[config.mk]
export PLATFORM = sky130hd
export DESIGN_NAME = axi_read_protocol
export DESIGN_NICKNAME = d
export VERILOG_FILES = /design/src/rtl/axi_pkg.sv /design/src/rtl/axi_beat_addr_gen.sv /design/src/rtl/axi_read_protocol.sv
export SDC_FILE = /design/constraint.sdc
export NUM_CORES = 1
export LEC_CHECK = 0
export ABC_AREA = 1
export ABC_CLOCK_PERIOD_IN_PS = 2220
export CAP_MARGIN = 20
export CORE_ASPECT_RATIO = 1.5
export CORE_MARGIN = 5
export CORE_UTILIZATION = 35
export DETAILED_ROUTE_END_ITERATION = 8
export PLACE_DENSITY_LB_ADDON = 0.1
export SLEW_MARGIN = 0
export SYNTH_ARGS = -nofsm -noshare
export SYNTH_HDL_FRONTEND = slang
export SYNTH_SLANG_ARGS = --single-unit
[constraint.sdc]
create_clock -name axi_aclk -period 2.22 [get_ports axi_aclk]
set_input_delay 0.222 -clock axi_aclk [delete_from_list [all_inputs] [get_ports axi_aclk]]
set_output_delay 0.222 -clock axi_aclk [all_outputs]
set_load 0.1 [all_outputs]
[src/rtl/axi_pkg.sv]
// Shared AXI protocol definitions: handshake FSM state encodings, burst and
// response codes, and the beat-size helper used by the address generator.
package axi_pkg;

  localparam logic [1:0] WAIT   = 2'b00;
  localparam logic [1:0] COMMIT = 2'b01;
  localparam logic [1:0] ASSERT = 2'b10;

  typedef enum logic [1:0] {
    BURST_FIXED = 2'b00,
    BURST_INCR  = 2'b01,
    BURST_WRAP  = 2'b10,
    BURST_RSVD  = 2'b11
  } burst_t;

  localparam logic [1:0] RESP_OKAY   = 2'b00;
  localparam logic [1:0] RESP_EXOKAY = 2'b01;
  localparam logic [1:0] RESP_SLVERR = 2'b10;
  localparam logic [1:0] RESP_DECERR = 2'b11;

  function automatic logic [7:0] size_bytes(input logic [2:0] size);
    return 8'd1 << size;
  endfunction

endpackage

[src/rtl/axi_beat_addr_gen.sv]
// Combinational next-beat address for FIXED/INCR/WRAP bursts.
// WRAP boundary arithmetic is compiled only when AXI_RD_WRAP_EN is defined.
module axi_beat_addr_gen
  import axi_pkg::*;
#(
  parameter int AW = 32
) (
  input  logic [AW-1:0] addr,
  input  logic [2:0]    size,
  input  logic [7:0]    len,
  input  logic [1:0]    burst,
  output logic [AW-1:0] next_addr
);

  logic [AW-1:0] step;
  logic [AW-1:0] incr_addr;

  assign step      = AW'(size_bytes(size));
  assign incr_addr = addr + step;

`ifdef AXI_RD_WRAP_EN
  // Mask covers the wrap window of size*(len+1) bytes.
  logic [AW-1:0] wrap_mask;
  logic [AW-1:0] wrap_addr;
  assign wrap_mask = step * (AW'(len) + AW'(1)) - AW'(1);
  assign wrap_addr = (addr & ~wrap_mask) | (incr_addr & wrap_mask);
`else
  logic unused_len;
  assign unused_len = ^len;
`endif

  always_comb begin
    next_addr = incr_addr;
    case (burst)
      BURST_FIXED: next_addr = addr;
`ifdef AXI_RD_WRAP_EN
      BURST_WRAP:  next_addr = wrap_addr;
`endif
      default:     next_addr = incr_addr;
    endcase
  end

endmodule

[src/rtl/axi_read_protocol.sv]
// AXI read-path protocol FSM: registered AR and R channels, one outstanding
// burst, rlast and per-beat address generation. Optional macro: AXI_RD_WRAP_EN.
module axi_read_protocol
  import axi_pkg::*;
#(
  parameter int AW = 32,
  parameter int DW = 64
) (
  input  logic          axi_aclk,
  input  logic          rst_n,
  input  logic [AW-1:0] araddr_in,
  input  logic [7:0]    arlen_in,
  input  logic [2:0]    arsize_in,
  input  logic [1:0]    arburst_in,
  input  logic          arvalid_in,
  input  logic          arready_in,
  input  logic [DW-1:0] rdata_in,
  input  logic [1:0]    rresp_in,
  input  logic          rvalid_in,
  input  logic          rready_in,
  output logic [AW-1:0] axi_araddr,
  output logic [7:0]    axi_arlen,
  output logic [2:0]    axi_arsize,
  output logic [1:0]    axi_arburst,
  output logic          axi_arvalid,
  output logic          axi_arready,
  output logic [DW-1:0] axi_rdata,
  output logic [1:0]    axi_rresp,
  output logic          axi_rlast,
  output logic          axi_rvalid,
  output logic          axi_rready,
  output logic          r_active,
  output logic [AW-1:0] beat_addr
);

  logic [1:0]    ar_state;
  logic [1:0]    r_state;
  logic [7:0]    beats_left;
  logic [AW-1:0] next_addr;
  logic          ar_commit;
  logic          r_done;
  logic          r_advance;

  assign ar_commit = (ar_state == COMMIT);
  assign r_done    = (r_state == COMMIT) && axi_rlast;
  assign r_advance = (r_state == COMMIT) && !axi_rlast;

  axi_beat_addr_gen #(.AW(AW)) u_addr_gen (
    .addr      (beat_addr),
    .size      (axi_arsize),
    .len       (axi_arlen),
    .burst     (axi_arburst),
    .next_addr (next_addr)
  );

  always_ff @(posedge axi_aclk or negedge rst_n) begin
    if (!rst_n) begin
      ar_state    <= WAIT;
      axi_araddr  <= '0;
      axi_arlen   <= '0;
      axi_arsize  <= '0;
      axi_arburst <= '0;
      axi_arvalid <= 1'b0;
      axi_arready <= 1'b0;
    end else begin
      case (ar_state)
        WAIT: begin
          // Requests arriving while a burst is outstanding are left pending.
          if (arvalid_in && !r_active) begin
            axi_araddr  <= araddr_in;
            axi_arlen   <= arlen_in;
            axi_arsize  <= arsize_in;
            axi_arburst <= arburst_in;
            axi_arvalid <= 1'b1;
            if (arready_in) begin
              axi_arready <= 1'b1;
              ar_state    <= COMMIT;
            end else begin
              ar_state    <= ASSERT;
            end
          end
        end
        ASSERT: begin
          if (arready_in) begin
            axi_arready <= 1'b1;
            ar_state    <= COMMIT;
          end
        end
        COMMIT: begin
          axi_arvalid <= 1'b0;
          axi_arready <= 1'b0;
          ar_state    <= WAIT;
        end
        default: ar_state <= WAIT;
      endcase
    end
  end

  // Burst tracking; AR commit and R completion never coincide because AR
  // only accepts while r_active is low.
  always_ff @(posedge axi_aclk or negedge rst_n) begin
    if (!rst_n) begin
      r_active   <= 1'b0;
      beats_left <= '0;
      beat_addr  <= '0;
    end else if (ar_commit) begin
      r_active   <= 1'b1;
      beats_left <= axi_arlen;
      beat_addr  <= axi_araddr;
    end else if (r_done) begin
      r_active   <= 1'b0;
    end else if (r_advance) begin
      if (beats_left != 8'd0)
        beats_left <= beats_left - 8'd1;
      beat_addr <= next_addr;
    end
  end

  always_ff @(posedge axi_aclk or negedge rst_n) begin
    if (!rst_n) begin
      r_state    <= WAIT;
      axi_rdata  <= '0;
      axi_rresp  <= '0;
      axi_rlast  <= 1'b0;
      axi_rvalid <= 1'b0;
      axi_rready <= 1'b0;
    end else begin
      case (r_state)
        WAIT: begin
          if (r_active && rvalid_in) begin
            axi_rdata  <= rdata_in;
            axi_rresp  <= rresp_in;
            axi_rvalid <= 1'b1;
            axi_rlast  <= (beats_left == 8'd0);
            axi_rready <= rready_in;
            r_state    <= rready_in ? COMMIT : ASSERT;
          end
        end
        ASSERT: begin
          if (rready_in) begin
            axi_rready <= 1'b1;
            r_state    <= COMMIT;
          end
        end
        COMMIT: begin
          if (axi_rlast) begin
            axi_rvalid <= 1'b0;
            axi_rready <= 1'b0;
            axi_rlast  <= 1'b0;
            r_state    <= WAIT;
          end else if (rvalid_in) begin
            // beats_left decrements this same edge, so the next beat is last at 1.
            axi_rdata  <= rdata_in;
            axi_rresp  <= rresp_in;
            axi_rlast  <= (beats_left == 8'd1);
            axi_rready <= rready_in;
            r_state    <= rready_in ? COMMIT : ASSERT;
          end else begin
            axi_rvalid <= 1'b0;
            axi_rready <= 1'b0;
            axi_rlast  <= 1'b0;
            r_state    <= WAIT;
          end
        end
        default: r_state <= WAIT;
      endcase
    end
  end

endmodule
# ---- Word level (Yosys, flattened, before mapping)
# Cells that the tools add are included.
dict set report word_totals {
  out_inout_bits 149
  in_bits 117
  register_bits 161
  elab_cells 108
}
dict set report op_classes {
  shift 1
  mux 46
  addsub 2
  n_reduce_logical 29
  eq_ne 14
}
# cell count
set ops {}
lappend ops {{64-bit 2-to-1 mux} 3}
lappend ops {{32-bit 2-to-1 mux} 4}
lappend ops {{64-bit case mux with 2 select lines} 1}
lappend ops {{32-bit by 8-bit adder with 32-bit output} 1}
lappend ops {{8-bit 2-to-1 mux} 4}
lappend ops {{2-bit 2-to-1 mux} 11}
lappend ops {{2-bit != test, second input constant} 8}
lappend ops {{1-bit 2-to-1 mux} 15}
lappend ops {{2-bit AND reduction} 6}
lappend ops {{3-bit AND reduction} 4}
lappend ops {{2-bit nonzero test} 5}
lappend ops {{8-bit by 1-bit equality test with 1-bit output, second input constant} 1}
lappend ops {{8-bit zero test} 1}
lappend ops {{2-bit case mux with 2 select lines} 2}
lappend ops {{8-bit nonzero test} 1}
lappend ops {{1-bit by 3-bit << shifter with 8-bit output, first input constant} 1}
lappend ops {{8-bit by 1-bit subtractor with 8-bit output, second input constant} 1}
lappend ops {{2-bit zero test} 3}
lappend ops {{1-bit case mux with 2 select lines} 3}
lappend ops {{1-bit case mux with 3 select lines} 2}
lappend ops {{2-bit case mux with 3 select lines} 1}
lappend ops {{3-bit nonzero test} 2}
lappend ops {{2-bit by 1-bit equality test with 1-bit output, second input constant} 2}
lappend ops {{2-bit equality test, second input constant} 2}
lappend ops {{4 further kinds} 8}

# ---- Logic depth before layout (Yosys ltp)
dict set report depth {
  word_depth 6
  mapped_depth 13
  mapped_depth_nobuf 13
}

# ---- Cells and area by module
# From an unflattened synthesis, not the netlist that was laid out.
dict set report unflattened {
  cells_unflattened 1050
  hier_area_um2 8446.9
}
# mod area_each_um2 n_inst cells_each seq_area_each_um2
set modules_own_cells {}
lappend modules_own_cells {axi_read_protocol 6965.4 1 743 4028.9}
lappend modules_own_cells {axi_beat_addr_gen 1481.4 1 307 0.0}

# ---- Least setup slack after synthesis
# OpenSTA, ideal clock, no wires.
dict set report synth_timing {
  path_kind {register to register}
  start {reg axi_arsize[0]}
  end {reg beat_addr[20]}
  stages_incl_launch_ff 13
  setup_ns 0.125
  setup_slack_ns -0.468
  t_required_ns 2.095
  path_buffers 0
  arrival_time_ns 2.564
  period_less_slack_ns 2.688
  cell_sequence {dfrtp_1 > inv_1 > nor3_1 > fa_1 > nand2_1 > a21oi_1 > nand3_1 > nand2_1 > nand2_1 > nand2_1 > nand2_1 > nand2_1 > nand2_1}
}
dict set report synth_between {
  elab_chain_cells 6
}
# element line_no
set synth_rtl {}
lappend synth_rtl {{from (decl)} axi_read_protocol.sv:23} ;# output logic [2:0] axi_arsize,
lappend synth_rtl {{from (signal assigned)} axi_read_protocol.sv:72} ;# axi_arsize <= arsize_in;
lappend synth_rtl {{1-bit by 3-bit << shifter with 8-bit output} axi_pkg.sv:22} ;# return 8'd1 << size;
lappend synth_rtl {{32-bit by 8-bit adder with 32-bit output} axi_beat_addr_gen.sv:19} ;# assign incr_addr = addr + step;
lappend synth_rtl {{32-bit 2-to-1 mux} axi_beat_addr_gen.sv:34} ;# case (burst)
lappend synth_rtl {{32-bit 2-to-1 mux} axi_read_protocol.sv:112} ;# end else if (r_advance) begin
lappend synth_rtl {{32-bit 2-to-1 mux} axi_read_protocol.sv:110} ;# end else if (r_done) begin
lappend synth_rtl {{32-bit 2-to-1 mux} axi_read_protocol.sv:106} ;# end else if (ar_commit) begin
lappend synth_rtl {{to (signal assigned)} axi_read_protocol.sv:109} ;# beat_addr <= axi_araddr;
lappend synth_rtl {{to (signal assigned)} axi_read_protocol.sv:115} ;# beat_addr <= next_addr;
lappend synth_rtl {{to (decl)} axi_read_protocol.sv:33} ;# output logic [AW-1:0] beat_addr
# Every way passes these cells. The select of a mux whose other input is x is not followed.
# A chain may end at the register's enable or synchronous reset.

# ---- Worst setup path in the final report
dict set report layout_timing {
  start {reg axi_arsize[1]}
  end {reg beat_addr[23]}
}
# The elaborated chain is that of the path after synthesis.

==> out/qor.txt <==
Initial core utilization -> 35.25%
Via/cell ratio -> 4.820
Most frequent cell after synthesis -> nand2_1
Nets -> 1172
Outcome -> finished clean
Top cells by area, synth -> dfrtp_1 52%, mux2_2 9.7%, nand2_1 7.8%
Diode count -> 0
Crit path required time -> 2.53 ns
Fin worst setup slack -> 0.1256 ns
Yosys warnings -> 0
Clock Latency Late Sink -> 0.43 ns
R2r setup slk -> 0.13 ns
First-pass detailed-route iteration total -> 4
Pre-CTS WS -> -0.01251 ns
Number of synthesized flops with an enable pin -> 0
R2r worst-path depth -> 12
Proportion of layout cells with a drive suffix above 1 -> 34.16%
DR iter-0 viols -> 248
Final setup viols -> 0
Wirelength per Cell -> 16.99 um
Seq/Total Area, Yosys -> 51.64%
Core box area -> 22130 um^2
Routed vias -> 6396
Die area -> 25440 um^2
Crit-path max FO -> 6
Worst hold path type -> in2async
FILL cells -> 2079
Synth Flop Type -> dfrtp_1
RSZ-0062 raised after global routing -> yes
Routed Antenna Nets -> 0
Reg-to-reg startpoint -> axi_arsize[1]
Crit start category -> register
Final hold viol count -> 0
Ports -> 266
Total Routing Usage GR -> 17.76%
Die X -> 131.9 um
Post-DP HPWL -> 17560 um
Worst-case clock buffer depth -> 2
Crit. Startpoint -> axi_arsize[1]
Top cell type's share of synthesized area -> 51.64%
RR Endpoint -> beat_addr[23]
Area after DPL -> 10580 um^2
RD Place Congestion -> 0.8503
Setup CP Type -> reg2reg
Max-slew violations -> 0
Port-buffer cells -> 265
Final instance area -> 11240 um^2
Distinct cells, synth -> 30
Count of max-cap constraint violations -> 0
Routed wire length -> 22540 um
Skew final -> 0.005882 ns
Synth Register Bits -> 161
Congestion Overflow GR -> 0
Antenna violations before repair -> 0
Final clock period utilization by the worst path -> 94.34%
Clk slew on worst S/H paths -> 0.06 ns
Clock Tree Root -> clkbuf_16
Critical Path AT -> 2.41 ns
Global-route wire length before repair -> 35820 um
Number of clock buffers inserted by TritonCTS -> 17
Max H-tree Level -> 4
Area Overhead vs Synth -> 44.03%
Slew headroom -> 64.85%
Clock tree from TritonCTS -> yes
Post-route minimum period -> 2.094 ns
Setup crit end -> beat_addr[23]
Largest net degree at the start of global routing -> 49
Max Freq -> 477.5 MHz
CP Capture Type -> register
FFs w/ async S/R, synth -> 100.0%
Core Rows -> 67
Die H -> 192.9 um
Worst-Margin Slew -> 0.5224 ns
Syn avg cell area -> 10.36 um^2
Post-Syn Area -> 7801 um^2
DR DRC count -> 0
Syn_nets -> 886
Yosys top cell by area -> dfrtp_1
Mapped Cells -> 753
Synth top cells by count -> 163 x nand2_1, 161 x dfrtp_1, 67 x mux2_2
Vias in the first global route -> 6814
Clk sinks -> 161
==> layer usage <==
metal	vias up	global-route usage [%]	share of wire (%)
li1	3092	-	-
met1	3044	18.79	37
met2	231	32.13	53
met3	29	6.860	8.1
met4	0	6.176	2.0
met5	-	0	0
==> worst max-delay path: stages, from the launching register on <==
cell and delay (ns):
dfrtp_4 0.51, nor3_1 0.25, ha_1 0.31, nand2_1 0.13
inv_1 0.05, a21oi_1 0.18, nand2_2 0.11, nand2_2 0.10
nand2_1 0.11, nand2_1 0.08, nand2_1 0.05, nand3_1 0.06
nand2_1 0.05
==> kinds of logic after synthesis <==
group	count (synthesis)	synth area share [%]
buffers and inverters	89	4.988
XOR/XNOR	10	1.123
AND/OR/NAND/NOR	302	16.47
AO/OA/AOI/OAI	68	5.742
flip-flops	161	51.64
adder cells (fa/ha/maj)	16	2.662
multiplexers	107	17.37
==> what timing repair did <==
item	CTS	global route
endpoints found under the setup margin	3	26
hold buffers	1	0
pin swaps	0	6
setup buffers	0	2
hold endpoints to repair	39	0
gates resized for setup	2	30
==> placed cells by master, fill, tap and decap left out, drive strengths merged <==
cell type | netlist | routed
a21boi | 1 | 1
a21oi | 13 | 13
a22oi | 28 | 28
buf | 19 | 174
bufinv | 0 | 1
clkbuf | 4 | 20
clkdlybuf4s50 | 0 | 115
clkinv | 0 | 9
clkinvlp | 0 | 1
dfrtp | 161 | 161
dlygate4sd3 | 0 | 1
fa | 1 | 1
ha | 15 | 15
inv | 66 | 66
mux2 | 107 | 107
nand2 | 164 | 164
nand3 | 49 | 49
nand3b | 10 | 10
nand4 | 7 | 7
nor2 | 52 | 52
nor3 | 14 | 14
nor4 | 3 | 3
o211ai | 6 | 6
o21ai | 17 | 17
o21bai | 1 | 1
o22ai | 2 | 2
or2 | 3 | 3
xnor2 | 6 | 6
xor2 | 4 | 4
==> final cells by class <==
cell class	count	area [um^2]	area share, %
Clock buffer	20	456.7	4.065
Clock inverter	11	90.09	0.8018
Inverter	66	250.2	2.227
Multi-Input combinational cell	503	3492	31.08
Sequential cell	161	4043	35.98
Tap cell	276	345.3	3.073
Timing Repair Buffer	290	2559	22.77
==> worst min-delay path by stage <==
stage,startpoint,endpoint,slack (ns),depth (start not counted)
3_5_place_dp,rst_n,axi_araddr[4],0.18,1
2_1_floorplan,rst_n,ar_state[0],-0.07,0
3_3_place_gp,rst_n,axi_araddr[19],0.18,1
4_1_cts,rst_n,axi_araddr[4],0.29,2
6_report,rst_n,axi_araddr[4],0.29,2
5_1_grt,rst_n,beat_addr[0],0.33,2
==> registers in the layout, summed over array words and instances, names as in the netlist, 2 cells and up <==
name / flops
ar_state: 2
axi_araddr: 32
axi_arburst: 2
axi_arlen: 8
axi_arsize: 3
axi_rdata: 64
axi_rresp: 2
beat_addr: 32
beats_left: 8
r_state: 2
==> per-stage QoR <==
| step | instances | util, % | hold WS [ns] | setup TNS [ns] |
|---|---|---|---|---|
| final | 1327 | 50.77 | 0.2899 | 0 |
| after global routing | 1327 | 50.77 | 0.3315 | -0.02015 |
| after CTS | 1325 | 50.31 | 0.2875 | 0 |
| after detailed placement | 1293 | 47.78 | 0.1775 | -0.01922 |
| after global placement | 1293 | 47.78 | 0.1824 | 0 |
| after floorplan | 753 | - | -0.07359 | 0 |
Power is left out: the tool's default activity adds up to more than one toggle a clock period on the data nets, which glitch-free logic cannot reach.
